File: src/rtl/cluster_cmd_dispatch_pkg.sv
// Shared constants for the cluster command dispatcher.
// FSM encodings are gray-coded along the main visit path.
package cluster_cmd_dispatch_pkg;

  localparam int NCL       = 8;
  localparam int IDX_W     = 3;
  localparam int ROW_W     = 16;
  localparam int COL_W     = 14;
  localparam int COL_SHIFT = 6;
  localparam int TIMEOUT   = 31;
  localparam int TMO_W     = 5;

  localparam logic [2:0] S_IDLE  = 3'b000;
  localparam logic [2:0] S_SEL   = 3'b001;
  localparam logic [2:0] S_REQ   = 3'b011;
  localparam logic [2:0] S_WAIT  = 3'b010;
  localparam logic [2:0] S_ISSUE = 3'b110;
  localparam logic [2:0] S_DONE  = 3'b111;

  function automatic logic [IDX_W-1:0] idx_next(
    input logic [IDX_W-1:0] idx,
    input logic [IDX_W-1:0] num
  );
    return (idx == num) ? '0 : idx + 1'b1;
  endfunction

endpackage

File: src/rtl/cluster_cmd_dispatch_addr_calc.sv
// Registered DDR byte address: base + row*stride + (col << COL_SHIFT).
// Sum wraps modulo 2^32.
module ddr_addr_calc
  import cluster_cmd_dispatch_pkg::*;
(
  input  logic             clk,
  input  logic             rst_n,
  input  logic             i_en,
  input  logic [31:0]      i_base,
  input  logic [15:0]      i_stride,
  input  logic [ROW_W-1:0] i_row,
  input  logic [COL_W-1:0] i_col,
  output logic [31:0]      o_addr
);

  logic [31:0] w_prod;
  logic [31:0] w_coff;
  logic [31:0] r_addr;

  assign w_prod = {16'b0, i_row} * {16'b0, i_stride};
  assign w_coff = {{(32-COL_W-COL_SHIFT){1'b0}}, i_col,
                   {COL_SHIFT{1'b0}}};

  always_ff @(posedge clk) begin
    if (!rst_n)
      r_addr <= '0;
    else if (i_en)
      r_addr <= i_base + w_prod + w_coff;
  end

  assign o_addr = r_addr;

endmodule

File: src/rtl/cluster_cmd_dispatch.sv
// Round-robin sequencer: requests positions from clusters and
// issues one DDR command per answered request.
module cluster_cmd_dispatch
  import cluster_cmd_dispatch_pkg::*;
(
  input  logic                 clk,
  input  logic                 rst_n,
  input  logic                 channel_period_en,
  input  logic                 cfg_valid_i,
  input  logic [IDX_W-1:0]     cfg_cluster_num_i,
  input  logic [31:0]          cfg_base_addr_i,
  input  logic [15:0]          cfg_row_stride_i,
  input  logic [7:0]           cfg_burst_len_i,
  output logic [NCL-1:0]       cluster_req_o,
  input  logic [NCL-1:0]       cluster_request_allow_i,
  input  logic [NCL-1:0]       cluster_release_allow_i,
  input  logic [NCL*ROW_W-1:0] cluster_pos_row_i,
  input  logic [NCL*COL_W-1:0] cluster_pos_col_i,
  output logic                 cmd_valid_o,
  input  logic                 cmd_ready_i,
  output logic [31:0]          cmd_addr_o,
  output logic [7:0]           cmd_len_o,
  output logic [IDX_W-1:0]     cmd_cluster_id_o,
  output logic                 channel_done_o,
  output logic                 err_timeout_o
);

  logic [2:0]       r_state;
  logic [IDX_W-1:0] r_idx;
  logic [IDX_W-1:0] r_num;
  logic [31:0]      r_base;
  logic [15:0]      r_stride;
  logic [7:0]       r_len;
  logic [NCL-1:0]   r_rel;
  logic             r_relf;
  logic [TMO_W-1:0] r_tmo;
  logic             r_err;

  logic [ROW_W-1:0] w_rows [NCL];
  logic [COL_W-1:0] w_cols [NCL];
  logic [NCL-1:0]   w_act;
  logic [NCL-1:0]   w_rel;
  logic             w_all;
  logic             w_cap;
  logic [IDX_W-1:0] w_nxt;

  always_comb begin
    for (int i = 0; i < NCL; i++) begin
      w_rows[i] = cluster_pos_row_i[ROW_W*i +: ROW_W];
      w_cols[i] = cluster_pos_col_i[COL_W*i +: COL_W];
    end
  end

  // A slot is done if its calculator says so or its last command said so.
  assign w_act = 8'hFF >> (3'd7 - r_num);
  assign w_rel = cluster_release_allow_i | r_rel;
  assign w_all = &(w_rel | ~w_act);
  assign w_nxt = idx_next(r_idx, r_num);
  assign w_cap = (r_state == S_WAIT) &&
                 cluster_request_allow_i[r_idx];

  always_ff @(posedge clk) begin
    if (!rst_n) begin
      r_num    <= '0;
      r_base   <= '0;
      r_stride <= '0;
      r_len    <= '0;
    end else if (cfg_valid_i) begin
      r_num    <= cfg_cluster_num_i;
      r_base   <= cfg_base_addr_i;
      r_stride <= cfg_row_stride_i;
      r_len    <= cfg_burst_len_i;
    end
  end

  always_ff @(posedge clk) begin
    if (!rst_n || !channel_period_en) begin
      r_state <= S_IDLE;
      r_idx   <= '0;
      r_rel   <= '0;
      r_relf  <= 1'b0;
      r_tmo   <= '0;
      r_err   <= 1'b0;
    end else if (cfg_valid_i) begin
      r_state <= S_SEL;
      r_idx   <= '0;
      r_rel   <= '0;
      r_relf  <= 1'b0;
      r_tmo   <= '0;
      r_err   <= 1'b0;
    end else begin
      case (r_state)
        S_SEL: begin
          if (w_all)
            r_state <= S_DONE;
          else if (w_rel[r_idx])
            r_idx <= w_nxt;
          else
            r_state <= S_REQ;
        end
        S_REQ: begin
          r_tmo   <= '0;
          r_state <= S_WAIT;
        end
        S_WAIT: begin
          if (w_cap) begin
            r_relf  <= cluster_release_allow_i[r_idx];
            r_state <= S_ISSUE;
          end else if (r_tmo == TMO_W'(TIMEOUT)) begin
            r_err   <= 1'b1;
            r_idx   <= w_nxt;
            r_state <= S_SEL;
          end else begin
            r_tmo <= r_tmo + 1'b1;
          end
        end
        S_ISSUE: begin
          if (cmd_ready_i) begin
            if (r_relf)
              r_rel[r_idx] <= 1'b1;
            r_idx   <= w_nxt;
            r_state <= S_SEL;
          end
        end
        S_IDLE, S_DONE: r_state <= r_state;
        default: r_state <= S_IDLE;
      endcase
    end
  end

  ddr_addr_calc u_addr (
    .clk      (clk),
    .rst_n    (rst_n),
    .i_en     (w_cap),
    .i_base   (r_base),
    .i_stride (r_stride),
    .i_row    (w_rows[r_idx]),
    .i_col    (w_cols[r_idx]),
    .o_addr   (cmd_addr_o)
  );

  assign cluster_req_o = (r_state == S_REQ) ?
    ({{(NCL-1){1'b0}}, 1'b1} << r_idx) : '0;
  assign cmd_valid_o      = (r_state == S_ISSUE);
  assign channel_done_o   = (r_state == S_DONE);
  assign cmd_len_o        = r_len;
  assign cmd_cluster_id_o = r_idx;
  assign err_timeout_o    = r_err;

endmodule

File: config.mk
export PLATFORM = sky130hd
export DESIGN_NAME = cluster_cmd_dispatch
export DESIGN_NICKNAME = d
export VERILOG_FILES = /design/src/rtl/cluster_cmd_dispatch_pkg.sv /design/src/rtl/cluster_cmd_dispatch_addr_calc.sv /design/src/rtl/cluster_cmd_dispatch.sv
export SDC_FILE = /design/constraint.sdc
export NUM_CORES = 1
export LEC_CHECK = 0
export CORE_MARGIN = 2
export CORE_UTILIZATION = 30
export DETAILED_ROUTE_END_ITERATION = 8
export SYNTH_ARGS = -nofsm -noshare
export SYNTH_HDL_FRONTEND = slang
export SYNTH_SLANG_ARGS = --single-unit
File: constraint.sdc
create_clock -name clk -period 8.4 [get_ports clk]
set_clock_uncertainty 0.05 [all_clocks]
set_input_delay 1.26 -clock clk [delete_from_list [all_inputs] [get_ports clk]]
set_output_delay 1.26 -clock clk [all_outputs]
set_load 0.005 [all_outputs]
# Word level (Yosys, flattened, before mapping)

Cells that the tools add are included.

Bits in registers: 112

Order comparisons: 3
$add $sub $neg: 5
Bitwise operators: 7
$mul: 1
Equality and inequality tests: 19
Reductions and logical operators: 18
Multiplexer cells: 32
Shift-type cells: 2

Operator list:

| cell                  | number |
|---|---|
| $bmux W16 S3          | 1 |
| $bmux W14 S3          | 1 |
| $mux W3               | 11 |
| $add A32 B20 Y32      | 1 |
| $add A32 B32 Y32      | 1 |
| $mul A16 B16 Y32      | 1 |
| $mux W16              | 2 |
| $mux W14              | 2 |
| $or A8 B8 Y8          | 3 |
| $pmux W3 S5           | 1 |
| $mux W5               | 2 |
| $ne A2 B2 Y1 const B  | 5 |
| $pmux W5 S2           | 1 |
| $bmux W1 S3           | 3 |
| $pmux W3 S3           | 1 |
| $reduce_and A3 Y1     | 3 |
| $mux W8               | 1 |
| $not A8 Y8            | 1 |
| $reduce_and A4 Y1     | 2 |
| $reduce_and A8 Y1     | 1 |
| $shl A1 B3 Y8 const A | 1 |
| $shr A8 B3 Y8 const A | 1 |
| $eq A3 B2 Y1 const B  | 2 |
| $eq A3 B3 Y1 const B  | 2 |
| 28 further kinds      | 37 |

# Logic depth before layout (Yosys ltp)

Depth in word-level cells: 8
Mapped depth: 30
Mapped depth without buffers: 26

# Hierarchy

Synthesis repeated with hierarchy kept, for this count alone.

Cell total of the unflattened synthesis: 1797
Area, all modules: 15910.3 um^2

Modules (own cells, without submodules):

| module               | cells each | times used | area an instance (um^2) |
|---|---|---|---|
| ddr_addr_calc        | 1247       | 1          | 11059.4 |
| cluster_cmd_dispatch | 550        | 1          | 4850.9 |

# Least setup slack after synthesis

OpenSTA, ideal clock, no wires.

Path kind: in2reg
Start: input cluster_pos_row_i[55]
End: register u_addr.r_addr[29], in the netlist u_addr.o_addr[29]
Slack: 1.170 ns
Data arrival time: 7.110 ns
Stages on the path: 24
Buffers on the path: 2
Cell sequence: mux2_2 > a221oi_1 > o21ai_0 > buf_2 > and2_1 > fa_1 > inv_1 > fa_1 > fa_1 > inv_1 > fa_1 > fa_1 > inv_1 > fa_1 > inv_1 > ha_1 > clkbuf_1 > a21oi_1 > o21ai_0 > a31oi_1 > a211oi_2 > o21a_1 > a2111o_1 > a21oi_1

Word-level cells in the longest chain between the ends: 6

RTL lines:

| item                                         | line                                 | text |
|---|---|---|
| start, declared                              | cluster_cmd_dispatch.sv:17           | `input logic [NCL*ROW_W-1:0] cluster_pos_row_i,` |
| $bmux W16 S3                                 | cluster_cmd_dispatch.sv:137          | `.i_row (w_rows[r_idx]),` |
| $mux W16 (not written as such) (2 in series) | cluster_cmd_dispatch.sv:137          |  |
| $mul A16 B16 Y32                             | cluster_cmd_dispatch_addr_calc.sv:20 | `assign w_prod = {16'b0, i_row} * {16'b0, i_stride};` |
| $add A32 B32 Y32                             | cluster_cmd_dispatch_addr_calc.sv:28 | `r_addr <= i_base + w_prod + w_coff;` |
| $add A32 B20 Y32                             | cluster_cmd_dispatch_addr_calc.sv:28 |  |
| end signal, assigned                         | cluster_cmd_dispatch_addr_calc.sv:28 |  |
| end, declared                                | cluster_cmd_dispatch_addr_calc.sv:18 | `logic [31:0] r_addr;` |

No other way between the ends. The select of a mux whose other input is x is not followed.
A chain may end at the register's enable or synchronous reset.

# Worst setup path in the final report

Start: input cluster_pos_row_i[38]
End: register u_addr.r_addr[29], in the netlist u_addr.o_addr[29]

The elaborated chain is that of the path after synthesis.

==> impl_results.md <==
- PwrDens: 176 nW/um2
- Starting DRT DRC Count: 799
- First-pass GRT wire length: 94,800 um
- Arrival @ worst endpoint: 8200 ps
- CORE AREA: 52,900 um2
- Root Buffer: clkbuf_16
- RSZ-0062 raised after global routing: false
- # port buffers: 373
- Number of synthesized flops with an enable pin: 0
- Vias in the first global route: 16,000
- Worst path required time: 8680 ps
- CP endpoint kind: flop
- Routed len/inst: 21.7 um
- Final WS setup: 483 ps
- TritonCTS Sinks: 112
- Placement Setup Slack: 107 ps
- Predominant post-synthesis flop cell: dfxtp_1
- Synth top area share: 0.297
- Most frequent cells in the layout: clkdlybuf4s50_1 (372), inv_1 (327), fa_1 (239), nand2_1 (190), nor2_1 (135)
- Critical Path Start Type: input pin
- Worst-Margin Slew: 989 ps
- Die Area: 55,700 um2
- Total Nets Final: 2,879
- Async set-reset flop share out of synthesis: 0
- Reg2Reg Setup Slack: 730 ps
- HPWL Detailed: 53,000 um
- Slew margin rel.: 0.341
- Die W: 236 um
- Largest net degree at the start of global routing: 58
- DRT Wirelength: 63,100 um
- Final hold vios: 0
- CTS tree: done
- R2R depth: 22
- Initial antenna violation count: 13
- Synth cell types: 79
- Peak Freq: 0.126 GHz
- Post-DRT Antenna Nets: 0
- Final period demand of the worst path: 7920 ps
- Layout cells sized above 1: 0.0533
- Setup Viol. Count Final: 0
- Mapped cell area: 16,100 um2
- Final period util: 0.943
- Hold-fix buffers at CTS: 0
- Routability cong.: 0.945
- Worst hold endpoint: u_addr.o_addr[7]
- CP Class: input pin to flop
- Htree depth: 3
- Hold Startpoint: u_addr.o_addr[7]
- CTS clk-pin slew, worst paths: 90 ps
- Post-cts sizing count: 0
- Max FO, Critical Path: 10
- Via count: 14,600
- Post-synth net total: 2,543
- Flops & latches, synth: 112
- Synthesized instance count: 1,871
- End of the worst register-to-register path: u_addr.o_addr[29]
- Via density: 5.03
- Postcts setup bufs: 0
- I/O Pins: 374
- Static Leakage: 9.35 nW
- Max-slew violations: 0
- HP Class: flop to flop
- Initial Util: 0.305
- Hold path depth: 2
- Drt pass-1 iters: 5
- Setup_tns: 0 ps
- # rows: 84
- Sequential fraction of the synthesis area: 0.139
- VDD IR max: 0.000191 V
- Max clock buf depth: 2
- Status: complete, no violations
- Mean Syn Cell Area: 8.62 um2
- TritonCTS Buffers: 9
- Ranking of synthesized cells by area: fa_1 (30%), dfxtp_1 (14%), ha_1 (8.8%), inv_1 (7.6%), and2_1 (4.8%)
- Total global-route track usage: 0.228
- Grt ovf: 0
- P&R area growth vs syn: 30.7%
- Synth Warn #: 0
- Max Cap Violations: 0
- Dominant cell type by area after synthesis: fa_1
- Reg2reg start: cmd_cluster_id_o[0]
- Chip height: 236 um
- DRC Markers: 0
- Most common cell after layout, fill and taps aside: clkdlybuf4s50_1
- Clock Latency Late Sink: 410 ps
==> metal layers <==
metal / vias to the layer above / GRT usage / share of wire
met5: - / 0 / 0.00063
met4: 6 / 0.108 / 0.044
met3: 113 / 0.0458 / 0.061
met2: 528 / 0.427 / 0.53
met1: 7295 / 0.243 / 0.36
li1: 6702 / - / -
==> registers in the layout, indices dropped and copies added (netlist names) <==
name	count
r_relf	1
r_stride	16
r_num	3
err_timeout_o	1
r_base	32
u_addr.o_addr	32
cmd_len_o	8
r_rel	8
cmd_cluster_id_o	3
r_state	3
r_tmo	5
==> critical path: stages <==
cell and delay (ps):
clkdlybuf4s50_1 470, mux2_2 290, a221oi_1 310, o21ai_1 310, buf_4 270, and2_1 170
fa_1 500, inv_1 50, fa_1 390, fa_1 550, inv_1 60, fa_1 490
fa_1 490, inv_1 50, fa_1 480, inv_1 40, ha_1 370, a21oi_1 260
o21ai_0 160, a31oi_1 280, a211oi_2 180, o21a_1 230, a2111o_1 380, a21oi_1 130
==> final cells by class <==
class,count,area (um2)
flip-flops and latches,112,2250
repair buffers,422,4170
clock buffers,10,239
well taps,688,861
diodes,9,22.5
fillers,5411,31800
clock inverters,6,70.1
multi-input cells,1332,12200
inverters,330,1240
==> metrics by stage <==
step / utilization / hold WS, ps / cell area, um2 / std cells / power (mW)
2_1_floorplan: - / 387 / 16100 / 1871 / 2.35
3_3_place_gp: 0.393 / 395 / 20800 / 2884 / 3.25
3_5_place_dp: 0.393 / 396 / 20800 / 2884 / 3.27
4_1_cts: 0.398 / 409 / 21100 / 2900 / 3.75
5_1_grt: 0.399 / 431 / 21100 / 2908 / 4.09
6_report: 0.399 / 406 / 21100 / 2909 / 3.72
==> synthesized netlist by cell type (all sizes together), types with 24 or more instances <==
cell type	instances
clkbuf	55
a221oi	26
mux2i	75
nor2	142
ha	113
inv	330
dfxtp	112
buf	42
a22oi	49
fa	239
nand2	190
and3	24
o21ai	33
a21oi	72
and2	126
==> worst max-delay path by stage <==
stage	from	end	slack [ps]
finish	cluster_pos_row_i[38]	u_addr.o_addr[29]	480
global route	cluster_pos_row_i[38]	u_addr.o_addr[29]	280
CTS	cluster_pos_row_i[38]	u_addr.o_addr[27]	530
detailed placement	cluster_pos_row_i[38]	u_addr.o_addr[27]	110
global placement	cluster_pos_row_i[38]	u_addr.o_addr[27]	150
floorplan	cluster_pos_row_i[55]	u_addr.o_addr[29]	1170
==> power breakdown <==
| group | switching, mW | internal, mW | total, mW |
|---|---|---|---|
| clock | 0.250 | 0.219 | 0.469 |
| sequential | 0.0389 | 0.548 | 0.587 |
| combinational | 1.51 | 1.15 | 2.66 |
==> cell families (layout without fill, tap and decap cells) <==
group,count (synthesis),in the layout,synth area share
adder cells (fa/ha/maj),353,353,0.385
XOR/XNOR,22,22,0.0119
AO/OA/AOI/OAI,276,276,0.120
AND/OR/NAND/NOR,584,584,0.175
other,0,9,0
multiplexers,97,97,0.0656
buffers and inverters,427,768,0.104
flip-flops,112,112,0.139
(Power assumes the default switching activity.)
